`config.mk`:
```
export PLATFORM = sky130hd
export DESIGN_NAME = weight_stream_seq_flat
export DESIGN_NICKNAME = d
export VERILOG_FILES = /design/src/rtl/weight_stream_seq_pkg.sv /design/src/rtl/weight_stream_seq_if.sv /design/src/rtl/weight_stream_seq_addr_counter.sv /design/src/rtl/weight_stream_seq.sv /design/src/flat_wrapper.sv
export SDC_FILE = /design/constraint.sdc
export NUM_CORES = 1
export LEC_CHECK = 0
export ABC_AREA = 0
export CELL_PAD_IN_SITES_DETAIL_PLACEMENT = 1
export CELL_PAD_IN_SITES_GLOBAL_PLACEMENT = 1
export CORE_UTILIZATION = 30
export DETAILED_ROUTE_END_ITERATION = 16
export PLACE_DENSITY_LB_ADDON = 0.3
export SKIP_LAST_GASP = 1
export SLEW_MARGIN = 0
export SYNTH_ARGS = -nofsm -noshare
export SYNTH_HDL_FRONTEND = slang
export SYNTH_SLANG_ARGS = --single-unit
```
`constraint.sdc`:
```
create_clock -name clk -period 2 [get_ports clk]
set_clock_uncertainty 0.05 [all_clocks]
set_input_delay 0.4 -clock clk [delete_from_list [all_inputs] [get_ports clk]]
set_output_delay 0.4 -clock clk [all_outputs]
set_load 0.01 [all_outputs]
```
`src/rtl/weight_stream_seq_pkg.sv`:
```
// weight_stream_seq shared types: FSM state encoding and the output beat.
// Optional build macro: WEIGHT_STREAM_CHECKSUM_EN (adds checksum port to top).
package weight_stream_pkg;

    localparam int WS_DATA_W = 32;

    typedef enum logic [1:0] {
        IDLE,
        FETCH,
        DRAIN,
        DONE
    } ws_state_t;

    typedef struct packed {
        logic [WS_DATA_W-1:0] data;
        logic                 row_last;
        logic                 tile_last;
    } ws_beat_t;

endpackage

```
`src/rtl/weight_stream_seq_if.sv`:
```
// Weight-load stream: valid/ready handshake plus row/tile markers.
// Ports: w_valid, w_ready, w_data, w_row_last, w_tile_last.
interface weight_stream_seq_if #(
    parameter int W = 32
);
    logic         w_valid;
    logic         w_ready;
    logic [W-1:0] w_data;
    logic         w_row_last;
    logic         w_tile_last;

    modport master (
        output w_valid,
        input  w_ready,
        output w_data,
        output w_row_last,
        output w_tile_last
    );

    modport slave (
        input  w_valid,
        output w_ready,
        input  w_data,
        input  w_row_last,
        input  w_tile_last
    );
endinterface

```
`src/rtl/weight_stream_seq_addr_counter.sv`:
```
// Row-major (col-first) tile address counter; holds at the last address.
// Ports: clk, reset, clear (restart at 0,0), en, row, col, last, row_end.
module ws_addr_counter #(
    parameter int ROWS = 64,
    parameter int COLS = 64,
    parameter int A    = 12
) (
    input  logic         clk,
    input  logic         reset,
    input  logic         clear,
    input  logic         en,
    output logic [A-1:0] row,
    output logic [A-1:0] col,
    output logic         last,
    output logic         row_end
);

    assign row_end = (col == A'(COLS - 1));
    assign last    = row_end && (row == A'(ROWS - 1));

    always_ff @(posedge clk) begin
        if (reset || clear) begin
            row <= '0;
            col <= '0;
        end else if (en && !last) begin
            if (row_end) begin
                col <= '0;
                row <= row + 1'b1;
            end else begin
                col <= col + 1'b1;
            end
        end
    end

endmodule

```
`src/rtl/weight_stream_seq.sv`:
```
// Streams one ROWSxCOLS weight tile from the ROM into the array load port.
// Ports: clk, reset, start, channel, rom_channel/rom_row/rom_col, rom_data,
// w (stream master), busy, done, err, checksum (WEIGHT_STREAM_CHECKSUM_EN).
module weight_stream_seq
    import weight_stream_pkg::*;
#(
    parameter int ROWS      = 64,
    parameter int COLS      = 64,
    parameter int NUM_FILES = 10,
    parameter int W         = 32,
    parameter int A         = 12
) (
    input  logic                 clk,
    input  logic                 reset,
    input  logic                 start,
    input  logic [A-1:0]         channel,
    output logic [A-1:0]         rom_channel,
    output logic [A-1:0]         rom_row,
    output logic [A-1:0]         rom_col,
    input  logic [W-1:0]         rom_data,
    weight_stream_seq_if.master  w,
`ifdef WEIGHT_STREAM_CHECKSUM_EN
    output logic [W-1:0]         checksum,
`endif
    output logic                 busy,
    output logic                 done,
    output logic                 err
);

    ws_state_t state, state_n;
    ws_beat_t  beat_q;
    logic      valid_q;
    logic      load;
    logic      accept;
    logic      reject;
    logic      fin;
    logic      last;
    logic      row_end;
    logic      xfer;

    ws_addr_counter #(
        .ROWS (ROWS),
        .COLS (COLS),
        .A    (A)
    ) u_addr (
        .clk     (clk),
        .reset   (reset),
        .clear   (accept),
        .en      (load),
        .row     (rom_row),
        .col     (rom_col),
        .last    (last),
        .row_end (row_end)
    );

    assign xfer          = valid_q && w.w_ready;
    assign w.w_valid     = valid_q;
    assign w.w_data      = W'(beat_q.data);
    assign w.w_row_last  = beat_q.row_last;
    assign w.w_tile_last = beat_q.tile_last;
    assign busy          = (state != IDLE);
    assign done          = (state == DONE);

    always_ff @(posedge clk) begin
        if (reset) begin
            state <= IDLE;
        end else begin
            state <= state_n;
        end
    end

    always_comb begin
        state_n = state;
        load    = 1'b0;
        accept  = 1'b0;
        reject  = 1'b0;
        fin     = 1'b0;
        unique case (state)
            IDLE: begin
                if (start) begin
                    if (channel < A'(NUM_FILES)) begin
                        accept  = 1'b1;
                        state_n = FETCH;
                    end else begin
                        reject = 1'b1;
                    end
                end
            end
            FETCH: begin
                // Single-stage register: refill whenever empty or draining.
                load = !valid_q || w.w_ready;
                if (load && last) begin
                    state_n = DRAIN;
                end
            end
            DRAIN: begin
                if (xfer && beat_q.tile_last) begin
                    fin     = 1'b1;
                    state_n = DONE;
                end
            end
            DONE: begin
                state_n = IDLE;
            end
            default: begin
                state_n = IDLE;
            end
        endcase
    end

    always_ff @(posedge clk) begin
        if (reset) begin
            valid_q     <= 1'b0;
            beat_q      <= '0;
            rom_channel <= '0;
            err         <= 1'b0;
        end else begin
            err <= reject;
            if (accept) begin
                rom_channel <= channel;
            end
            if (load) begin
                beat_q.data      <= WS_DATA_W'(rom_data);
                beat_q.row_last  <= row_end;
                beat_q.tile_last <= last;
                valid_q          <= 1'b1;
            end else if (fin) begin
                valid_q <= 1'b0;
            end
        end
    end

`ifdef WEIGHT_STREAM_CHECKSUM_EN
    always_ff @(posedge clk) begin
        if (reset || accept) begin
            checksum <= '0;
        end else if (xfer) begin
            checksum <= checksum + w.w_data;
        end
    end
`endif

endmodule
```
`src/flat_wrapper.sv`:
```
// flat-port wrapper written by rule: the top's interface ports become plain ports
module weight_stream_seq_flat import weight_stream_pkg::*;
#(
    parameter int ROWS      = 64,
    parameter int COLS      = 64,
    parameter int NUM_FILES = 10,
    parameter int W         = 32,
    parameter int A         = 12
)
  (clk, reset, start, channel, rom_channel, rom_row, rom_col, rom_data, busy, done, err, w_w_valid, w_w_ready, w_w_data, w_w_row_last, w_w_tile_last);
  weight_stream_seq_if #(.W(W)) w_i ();
  input  logic clk;
  input  logic reset;
  input  logic start;
  input  logic [A-1:0] channel;
  output logic [A-1:0] rom_channel;
  output logic [A-1:0] rom_row;
  output logic [A-1:0] rom_col;
  input  logic [W-1:0] rom_data;
  output logic busy;
  output logic done;
  output logic err;
  output wire logic [$bits(w_i.w_valid)-1:0] w_w_valid;
  input wire logic [$bits(w_i.w_ready)-1:0] w_w_ready;
  output wire logic [$bits(w_i.w_data)-1:0] w_w_data;
  output wire logic [$bits(w_i.w_row_last)-1:0] w_w_row_last;
  output wire logic [$bits(w_i.w_tile_last)-1:0] w_w_tile_last;
  assign w_w_valid = w_i.w_valid;
  assign w_i.w_ready = w_w_ready;
  assign w_w_data = w_i.w_data;
  assign w_w_row_last = w_i.w_row_last;
  assign w_w_tile_last = w_i.w_tile_last;
  weight_stream_seq #(.ROWS(ROWS), .COLS(COLS), .NUM_FILES(NUM_FILES), .W(W), .A(A)) u_core (.clk(clk), .reset(reset), .start(start), .channel(channel), .rom_channel(rom_channel), .rom_row(rom_row), .rom_col(rom_col), .rom_data(rom_data), .w(w_i), .busy(busy), .done(done), .err(err));
endmodule
```
==> key figures <==
Die
  – Floorplan die area: 0.0106 sq mm
  – Site Rows: 36
  – # IOs: 122
  – Placeable core region: 0.00982 sq mm
  – Starting density of the core: 31.1%
  – Floorplan die height: 103 um
  – Die width: 103 um

Layout
  – Leading cell type in the layout, fill and taps excluded: clkdlybuf4s50_1
  – Final nets: 561
  – Post-route cell area: 0.00491 sq mm
  – Antenna Diode Count: 0
  – Post-route non-filler standard cell count: 644
  – Fill cell instance count of the final layout: 1171
  – Commonest non-fill, non-tap cells in the layout: clkdlybuf4s50_1, nand2_1, dfxtp_1, a21oi_1, buf_4
  – Fraction of final layout cells with drive strength greater than 1: 12.7%
  – Area added between synthesis and finish: 60.8%

Clocking
  – Number of sinks handled by clock tree synthesis: 74
  – Worst skew pair latency: 350 ps
  – Max clock buf depth: 2
  – Cts hold-fix bufs: 0
  – Clock transition at the register clock pins on the worst setup and hold paths after CTS: 70 ps
  – Total clock buffers created by CTS: 9
  – Clock root cell: clkbuf_8
  – Clock tree from TritonCTS: done
  – Maximum level of the CTS H-tree: 3

Logic synthesis
  – Adder-cell area share of the yosys netlist: 2.87%
  – Share of the synthesized area in the top cell type: 48.5%
  – Combined area of all synthesized cells: 0.00305 sq mm
  – Cell types with the largest area share after synthesis: dfxtp_1, nand2_1, a21oi_1
  – Main combinational cell family by area after synthesis: simple AND/OR/NAND/NOR gates
  – Avg Inst Size Synth: 8.50 sq um
  – Number of synthesized register bits: 74
  – Post-synthesis xor/xnor area fraction: 4.02%
  – Proportion of synthesized flip-flops having asynchronous set or reset: 0%
  – Portion of netlist area occupied by mux cells: 2.30%
  – Fraction of the mapped netlist area in compound gates: 12.2%
  – Mapped Nets: 414
  – Post-synthesis simple-gate area fraction: 26.3%
  – Count of distinct cell types in the synthesized netlist: 40
  – Largest area contributor in the netlist: dfxtp_1
  – Number of cells produced by synthesis: 359
  – Share of synthesized area occupied by flip-flops and latches: 48.5%
  – Warnings, synthesis: 0
  – Top flip-flop cell by instance count after synthesis: dfxtp_1
  – Number of flops mapped to enable cells by yosys: 0

Power and ir drop
  – Internal power consumption: 2.31 mW
  – Fraction of power spent switching nets: 21.4%
  – Clock share of power: 44.4%
  – Part of the total power dissipated in combinational logic: 5.5%
  – Switching Power: 632 uW
  – Static Leak: 1.82 nW
  – Worst VDD drop: 341 uV
  – Power density over cell area: 600 mW/mm^2
  – Part of the power in registers: 50.1%

Status
  – Status: completed

Timing
  – Highest clock rate: 525 MHz
  – Pins Over Slew Limit: 0
  – Final setup violating endpoints: 0
  – Post-layout minimum cycle time: 1910 ps
  – Final hold violation count: 0
  – Pin slew with the least headroom to its limit: 453 ps
  – Part of the cycle the worst path needs: 95.3%
  – Unrepaired setup endpoints after global routing: true
  – Slew Limit Headroom: 69.8%

Critical path
  – Worst setup SP type: input pin
  – Critical Path RT: 2180 ps
  – Peak fanout along the critical path: 3
  – Crit. End Element: flip-flop
  – Worst EP arrival: 2090 ps
  – Flop-to-flop setup slack: 110 ps
  – Classification of the worst setup path: in2reg

GRT
  – Number of global-route vias before repair: 3155
  – Maximum number of pins on one net before global-route repair: 42
  – Initial antenna violation count: 0
  – Grt total ovfl: 0
  – Global-route wire length before repair: 15.7 mm
  – GRT Util Overall: 19.5%

Place
  – Placement Cell Area: 0.00461 sq mm
  – Port buffer count: 121
  – Routability-driven placement congestion ratio: 0.736
  – Final HPWL DP: 7.12 mm
  – Placed Cells: 625

Routing
  – Routed via count divided by cell count: 4.79
  – Routed wire per std cell: 15.3 um
  – Number of routed nets with antenna violations: 0
  – Vias after detailed routing: 3085
  – Drt first-iter violations: 52
  – # DRC: 0
  – Total routed wirelength: 9.83 mm
  – Number of detailed-route iterations in the first pass: 5

Hold path
  – Hold Path Class: reg2reg

Run
  – Max Cap Violations: 0
-- worst paths after layout --
kind	cells after the start	from	endpoint
max	6	channel[7]	u_core.state[0]$_SDFFE_PP0P_
min	2	u_core.w.w_data[24]$_SDFFE_PP0P_	u_core.w.w_data[24]$_SDFFE_PP0P_
max reg2reg	5	u_core.u_addr.col[8]$_SDFFE_PP0P_	u_core.u_addr.row[9]$_SDFFE_PP0P_
min reg2reg	2	u_core.w.w_data[24]$_SDFFE_PP0P_	u_core.w.w_data[24]$_SDFFE_PP0P_
-- through the flow --
step	utilization [%]	power (mW)	setup slack, ps	setup TNS, ps	hold slack [ps]
after floorplan	-	1.55	155	0	431
after global placement	46.9	1.67	-336	-5910	391
after detailed placement	46.9	1.67	-464	-8980	399
after CTS	49.5	2.99	12.7	0	410
after global routing	50.0	3.07	-57.1	-78.2	430
final	50.0	2.95	94.5	0	407
-- state kept, by name, indices dropped and copies added, names as in the netlist --
register / flops
u_core.err: 1
u_core.w.w_data: 32
u_core.w.w_row_last: 1
u_core.u_addr.row: 12
u_core.w.w_tile_last: 1
u_core.u_addr.col: 12
u_core.rom_channel: 12
u_core.state: 2
u_core.w.w_valid: 1
-- cell families (layout without fill, tap and decap cells) --
| family | count (synthesis) | after routing |
|---|---|---|
| muxes | 7 | 7 |
| AOI/OAI and AO/OA | 61 | 61 |
| adders and majority gates | 7 | 7 |
| DFF | 74 | 74 |
| buffers and inverters | 29 | 181 |
| xor gates and xnor gates | 14 | 14 |
| and+or+nand+nor | 167 | 167 |
-- cell type report --
class	instances	area, sq um	share of cell area, %
multi-input combinational	256	1510	30.7
timing repair buffer	157	1500	30.6
sequential	74	1480	30.2
tap	133	166	3.39
clock buffer	11	141	2.88
clock inverter	5	77.6	1.58
inverter	8	30.0	0.612
-- worst max-delay path: stages --
cell and delay (ps):
clkdlybuf4s50_1 420, nor4_2 260, nand3_1 190, a2111oi_4 420, a21oi_1 130, a311oi_1 270
-- routing by layer --
layer	vias up	share of wire, %	global-route usage [%]
li1	1519	-	-
met1	1485	43	23.1
met2	69	52	33.2
met3	12	4.3	6.10
met4	0	1.2	6.93
met5	-	0	0
-- cells in the mapped netlist, drive strengths merged, types with 2 or more instances --
cell / instances
nand2: 77
dfxtp: 74
a21oi: 41
nor2: 29
clkbuf: 16
nand3: 12
and3: 11
xnor2: 10
inv: 8
ha: 7
mux2i: 7
nor4: 7
and2: 6
nand4: 6
nor3: 6
buf: 5
and4: 4
nand2b: 4
o21ai: 4
xor2: 4
or3: 3
a2111oi: 2
a211oi: 2
o2111ai: 2
o211ai: 2
or4: 2
-- power groups by stage --
stage | Combinational, mW | Clock, mW | Sequential, mW
after CTS | 0.164 | 1.35 | 1.48
after global placement | 0.159 | 0 | 1.51
after global routing | 0.174 | 1.42 | 1.48
after detailed placement | 0.161 | 0 | 1.51
final | 0.162 | 1.31 | 1.48
after floorplan | 0.0330 | 0 | 1.51
-- what timing repair did --
item | CTS | global route
endpoints found under the setup margin | 3 | 27
buffers inserted | 0 | 3
resized for setup | 6 | 11
pin swaps | 1 | 9
Power figures use the tool's default switching activity.
